## src/rtl/uart_pkg.sv

```systemverilog
// rtl/uart_pkg.sv - shared UART constants and transmit state encoding
package uart_pkg;

    // 50 MHz / 9600 baud; the receive path divides by the same constant
    localparam int BAUD_DIV_9600 = 5208;

    localparam int UART_DATA_BITS = 8;

    // Raw encodings, also used by status/debug readback elsewhere
    localparam logic [1:0] TX_IDLE  = 2'd0;
    localparam logic [1:0] TX_START = 2'd1;
    localparam logic [1:0] TX_DATA  = 2'd2;
    localparam logic [1:0] TX_STOP  = 2'd3;

    typedef enum logic [1:0] {
        S_IDLE  = TX_IDLE,
        S_START = TX_START,
        S_DATA  = TX_DATA,
        S_STOP  = TX_STOP
    } tx_state_e;

endpackage

```

## src/rtl/uart_baud_tick.sv

```systemverilog
// rtl/uart_baud_tick.sv - bit-period counter with enable/clear and end-of-bit ticks
module uart_baud_tick
    import uart_pkg::*;
#(
    parameter int BAUD_DIV = BAUD_DIV_9600
) (
    input  logic CLOCK_50,
    input  logic reset,
    input  logic en_i,
    input  logic clr_i,
    output logic tick_o,
    output logic pre_tick_o
);

    localparam int            CW   = $clog2(BAUD_DIV);
    localparam logic [CW-1:0] LAST = CW'(BAUD_DIV - 1);
    localparam logic [CW-1:0] PRE  = CW'(BAUD_DIV - 2);
    localparam logic [CW-1:0] ONE  = CW'(1);

    logic [CW-1:0] cnt_q;
    logic [CW-1:0] cnt_d;

    // Next count: clear wins, otherwise count 0..BAUD_DIV-1 and wrap at bit end
    always_comb begin
        cnt_d = cnt_q;
        if (clr_i) begin
            cnt_d = '0;
        end else if (en_i) begin
            cnt_d = (cnt_q == LAST) ? '0 : cnt_q + ONE;
        end
    end

    // Counter register
    always_ff @(posedge CLOCK_50 or posedge reset) begin
        if (reset) begin
            cnt_q <= '0;
        end else begin
            cnt_q <= cnt_d;
        end
    end

    // tick marks the last cycle of a bit; pre_tick the cycle before, so the
    // owner can register an output that lines up with the last cycle
    assign tick_o     = en_i && (cnt_q == LAST);
    assign pre_tick_o = en_i && (cnt_q == PRE);

endmodule

```

## src/rtl/uart_tx.sv

```systemverilog
// rtl/uart_tx.sv - 8N1 serial transmitter with busy and completion pulse
module uart_tx
    import uart_pkg::*;
#(
    parameter int BAUD_DIV  = BAUD_DIV_9600,
    parameter int DATA_BITS = UART_DATA_BITS
) (
    input  logic       CLOCK_50,
    input  logic       reset,
    input  logic [7:0] DataIn,
    input  logic       send,
    output logic       serialOut,
    output logic       busy,
    output logic       charSent
);

    localparam logic [2:0] LAST_BIT = 3'(DATA_BITS - 1);

    tx_state_e  state_q;
    logic [7:0] shreg_q;
    logic [2:0] bit_idx_q;
    logic       serial_q;
    logic       busy_q;
    logic       char_sent_q;

    logic       baud_en;
    logic       baud_clr;
    logic       tick;
    logic       pre_tick;

    // The bit timer only runs while a frame is in flight and sits at zero in
    // IDLE, so every frame starts with a full-length start bit
    assign baud_en  = (state_q != S_IDLE);
    assign baud_clr = (state_q == S_IDLE);

    uart_baud_tick #(
        .BAUD_DIV (BAUD_DIV)
    ) u_baud (
        .CLOCK_50   (CLOCK_50),
        .reset      (reset),
        .en_i       (baud_en),
        .clr_i      (baud_clr),
        .tick_o     (tick),
        .pre_tick_o (pre_tick)
    );

    // Frame FSM; every output is a flop so the TX line cannot glitch.
    // Outputs are loaded on the edge that enters each bit, which is why DATA
    // presents shreg_q[1] (the bit about to become shreg_q[0]) on a shift.
    always_ff @(posedge CLOCK_50 or posedge reset) begin
        if (reset) begin
            state_q     <= S_IDLE;
            shreg_q     <= '0;
            bit_idx_q   <= '0;
            serial_q    <= 1'b1;
            busy_q      <= 1'b0;
            char_sent_q <= 1'b0;
        end else begin
            char_sent_q <= 1'b0;
            case (state_q)
                S_IDLE: begin
                    serial_q <= 1'b1;
                    busy_q   <= 1'b0;
                    if (send) begin
                        shreg_q   <= DataIn;
                        bit_idx_q <= '0;
                        serial_q  <= 1'b0;
                        busy_q    <= 1'b1;
                        state_q   <= S_START;
                    end
                end
                S_START: begin
                    if (tick) begin
                        serial_q <= shreg_q[0];
                        state_q  <= S_DATA;
                    end
                end
                S_DATA: begin
                    if (tick) begin
                        shreg_q <= {1'b0, shreg_q[7:1]};
                        if (bit_idx_q == LAST_BIT) begin
                            bit_idx_q <= '0;
                            serial_q  <= 1'b1;
                            state_q   <= S_STOP;
                        end else begin
                            bit_idx_q <= bit_idx_q + 3'd1;
                            serial_q  <= shreg_q[1];
                        end
                    end
                end
                S_STOP: begin
                    // Registered one cycle early so the pulse occupies the
                    // final stop-bit cycle exactly
                    if (pre_tick) begin
                        char_sent_q <= 1'b1;
                    end
                    if (tick) begin
                        busy_q  <= 1'b0;
                        state_q <= S_IDLE;
                    end
                end
                default: begin
                    serial_q <= 1'b1;
                    busy_q   <= 1'b0;
                    state_q  <= S_IDLE;
                end
            endcase
        end
    end

    assign serialOut = serial_q;
    assign busy      = busy_q;
    assign charSent  = char_sent_q;

endmodule

```

## config.mk

```make
export PLATFORM = sky130hd
export DESIGN_NAME = uart_tx
export DESIGN_NICKNAME = d
export VERILOG_FILES = /design/src/rtl/uart_pkg.sv /design/src/rtl/uart_baud_tick.sv /design/src/rtl/uart_tx.sv
export SDC_FILE = /design/constraint.sdc
export NUM_CORES = 1
export LEC_CHECK = 0
export CAP_MARGIN = 20
export CELL_PAD_IN_SITES_DETAIL_PLACEMENT = 0
export CELL_PAD_IN_SITES_GLOBAL_PLACEMENT = 1
export CORE_MARGIN = 1.5
export CORE_UTILIZATION = 28
export DETAILED_ROUTE_END_ITERATION = 8
export PLACE_DENSITY = 0.49
export SLEW_MARGIN = 20
export SYNTH_ARGS = -nofsm -noshare
export SYNTH_HDL_FRONTEND = slang
export SYNTH_SLANG_ARGS = --single-unit
```

## constraint.sdc

```tcl
create_clock -name CLOCK_50 -period 5.1 [get_ports CLOCK_50]
set_input_delay 1.02 -clock CLOCK_50 [delete_from_list [all_inputs] [get_ports CLOCK_50]]
set_output_delay 1.02 -clock CLOCK_50 [all_outputs]
set_load 0.005 [all_outputs]
```

==> impl_results.md <==
* Worst Hold Depth at 1
* Async SR Flop Fraction at 100%
* Power Density at 243 nW/um2
* Largest stage delay, worst path at 0.55 ns
* Die width at roughly 78 um
* Element type at the critical path end: primary output
* Routability-driven placement congestion ratio at 0.725
* Root Buffer: clkbuf_8
* Leak pwr at 0.797 nW
* Placed cell count at 231
* Worst setup path class: reg -> out
* CP Launch Type: flip-flop
* H-tree depth at 2
* Initial DRC Count at 56
* First-pass GRT wire length at 5.89 mm
* Final min period at around 2.4 ns
* WP data required at 4.08 ns
* Largest net degree at the start of global routing at 30
* Hold Crit Class: reg -> reg
* Core area at between 5000 and 6000 um2
* Dpl hpwl at 2.37 mm
* Final hold vios at 0
* # DRC at 0
* Crit path depth at 1
* Yosys cell types at 37
* Layout area overhead at 19.5%
* Vias per inst at between 4 and 5
* Fmax achieved at 425 MHz
* Mapped Nets at 171
* R2r worst-path depth at 6
* Max FO, Critical Path at 3
* Warnings, synthesis at 0
* Worst Max-Slew Pin Slew at 0.526 ns
* Post-CTS sizing at 0
* Antenna violations before repair at 0
* Vias in the first global route at roughly 1200
* # diodes at 0
* # clock sinks at 29
* Most used flip-flop cell after synthesis: dfrtp_1
* Starting density of the core at about 30%
* Setup Skew at 0.00308 ns
* Cell Rows at 26
* Post-synth top area share at 45.0%
* Fin. max-slew vios at 0
* CTS tree: built
* Total power at between 0.4 and 0.5 mW
* Synth Register Bits at 29
* Die height at 77.6 um
* Worst r2r src: state_q[0]
* Final setup fails at 0
* Clock slew at reported path FFs at 0.06 ns
* Critical Path Source: serialOut
* Crit-path cells: clkdlybuf4s50_1
* Gr usage total at between 10% and 20%
* Clock Latency Late Sink at 0.28 ns
* Synth top area cells: dfrtp_1 (45%), ha_1 (7.2%), xnor2_1 (4.5%), nor2_1 (4.3%), o22a_1 (3.9%)
* Postcts setup bufs at 0
* Clock buffer count from CTS at 5
* Most common cell after layout, fill and taps aside: dfrtp_1
* Hold-fix buffers, CTS at 0
* Critical Path AT at approximately 1.3 ns
* Drt wl/cell at about 14 um
* Synth area leader: dfrtp_1
* NumNets Final at 188
* Crit-path leading delay family: flip-flops
* CTS max path bufs at 2
* RSZ-0062 raised after global routing: false
* Post-synth EDFFs at 0
* Total gr overflow at 0
* Crit-path slowest cell: dfstp_2
* Initial DRT Pass Iterations at 4
* Setup Total Neg Slack at 0 ns
* Most frequent cells in the layout: dfrtp_1 (28), nor2_1 (18), clkdlybuf4s50_1 (13)
* Max-cap violations at 0
* Status: finished clean
* VDD IR max at 0.193 mV
* Buf/Inv on CP at 1
* Max-slew headroom at about two thirds
* Layout cells sized above 1 at 10.1%
* Top-Level Pins at 14
* Die ar. at between 6000 and 7000 um2
* Post-Synthesis Cells at about 150
* Crit share post-route at about 46%
* Non-Filler Instances at around 240
* DRT Wirelength at roughly 3.3 mm
* Port Buffer Count at 13
* Area of the mapped netlist at 1560 um2
* Min-delay src: u_baud.cnt_q[0]
* Mapped Avg Cell Area at 10.3 um2
* Vias at roughly 1100
* Register area share after synthesis at 46.7%
* Post-route ant nets at 0
-- metrics by stage --
step,cell area [um2],worst slack [ns],util (%),hold WS [ns]
final,1860,2.75,35.5,0.495
after global routing,1860,2.71,35.5,0.518
after CTS,1860,2.74,35.5,0.498
after detailed placement,1760,2.53,33.6,0.482
after global placement,1760,2.57,33.6,0.469
after floorplan,1560,3.29,-,0.455
-- worst paths after layout --
check | to | slack [ns]
hold / removal | u_baud.cnt_q[0] | 0.49
hold reg to reg | u_baud.cnt_q[0] | 0.49
max in group asynchronous | serialOut | 3.67
setup / recovery | serialOut | 2.75
setup reg to reg | shreg_q[0] | 3.00
min in group asynchronous | u_baud.cnt_q[5] | 1.12
-- sequential cells by signal, indices dropped and copies added (netlist names) --
name          cells
bit_idx_q         3
busy              1
charSent          1
serialOut         1
shreg_q           8
state_q           2
u_baud.cnt_q     13
-- cells by family after synthesis --
family / after synthesis / share of synthesized area [%]
AO/OA/AOI/OAI: 25 / 12.2
XOR/XNOR: 11 / 6.19
adder cells (fa/ha/maj): 9 / 7.23
buffers and inverters: 14 / 3.94
flip-flops: 29 / 46.7
multiplexers: 3 / 2.25
AND/OR/NAND/NOR: 60 / 21.5
-- per-layer routing --
metal | global-route usage, % | vias to the layer above | wire, um
met2 | 18.9 | 24 | 1460
met5 | 0 | - | 0
li1 | - | 564 | -
met4 | 4.91 | 0 | 51
met1 | 17.2 | 556 | 1670
met3 | 3.41 | 5 | 129
-- cell type report --
type	count	area, um2
repair buffers	14	138
clock buffers	7	96.3
clock inverters	1	5.00
flip-flops and latches	29	727
inverters	10	37.5
multi-input cells	108	768
well taps	70	87.6
fillers	532	3380
-- synth_stat cells, types with 2 or more instances --
cell and instances:
clkbuf_1 2, dfrtp_1 28, ha_1 9, inv_1 10, mux2i_1 2, nand2_1 8, nand2b_1 2, nand3_1 10
nand4_1 4, nor2_1 18, nor3_1 3, nor4_1 3, o211ai_1 2, o21a_1 7, o21ai_0 6, o22a_1 7
xnor2_1 8, xor2_1 3
-- where the power goes --
part | leakage, nW | switching (mW) | internal, mW
clock network | 0.0542 | 0.0860 | 0.122
logic | 0.381 | 0.00635 | 0.00753
registers | 0.361 | 0 | 0.230
total | 0.797 | 0.0924 | 0.359
No activity file was read; power rests on OpenSTA's default activity.
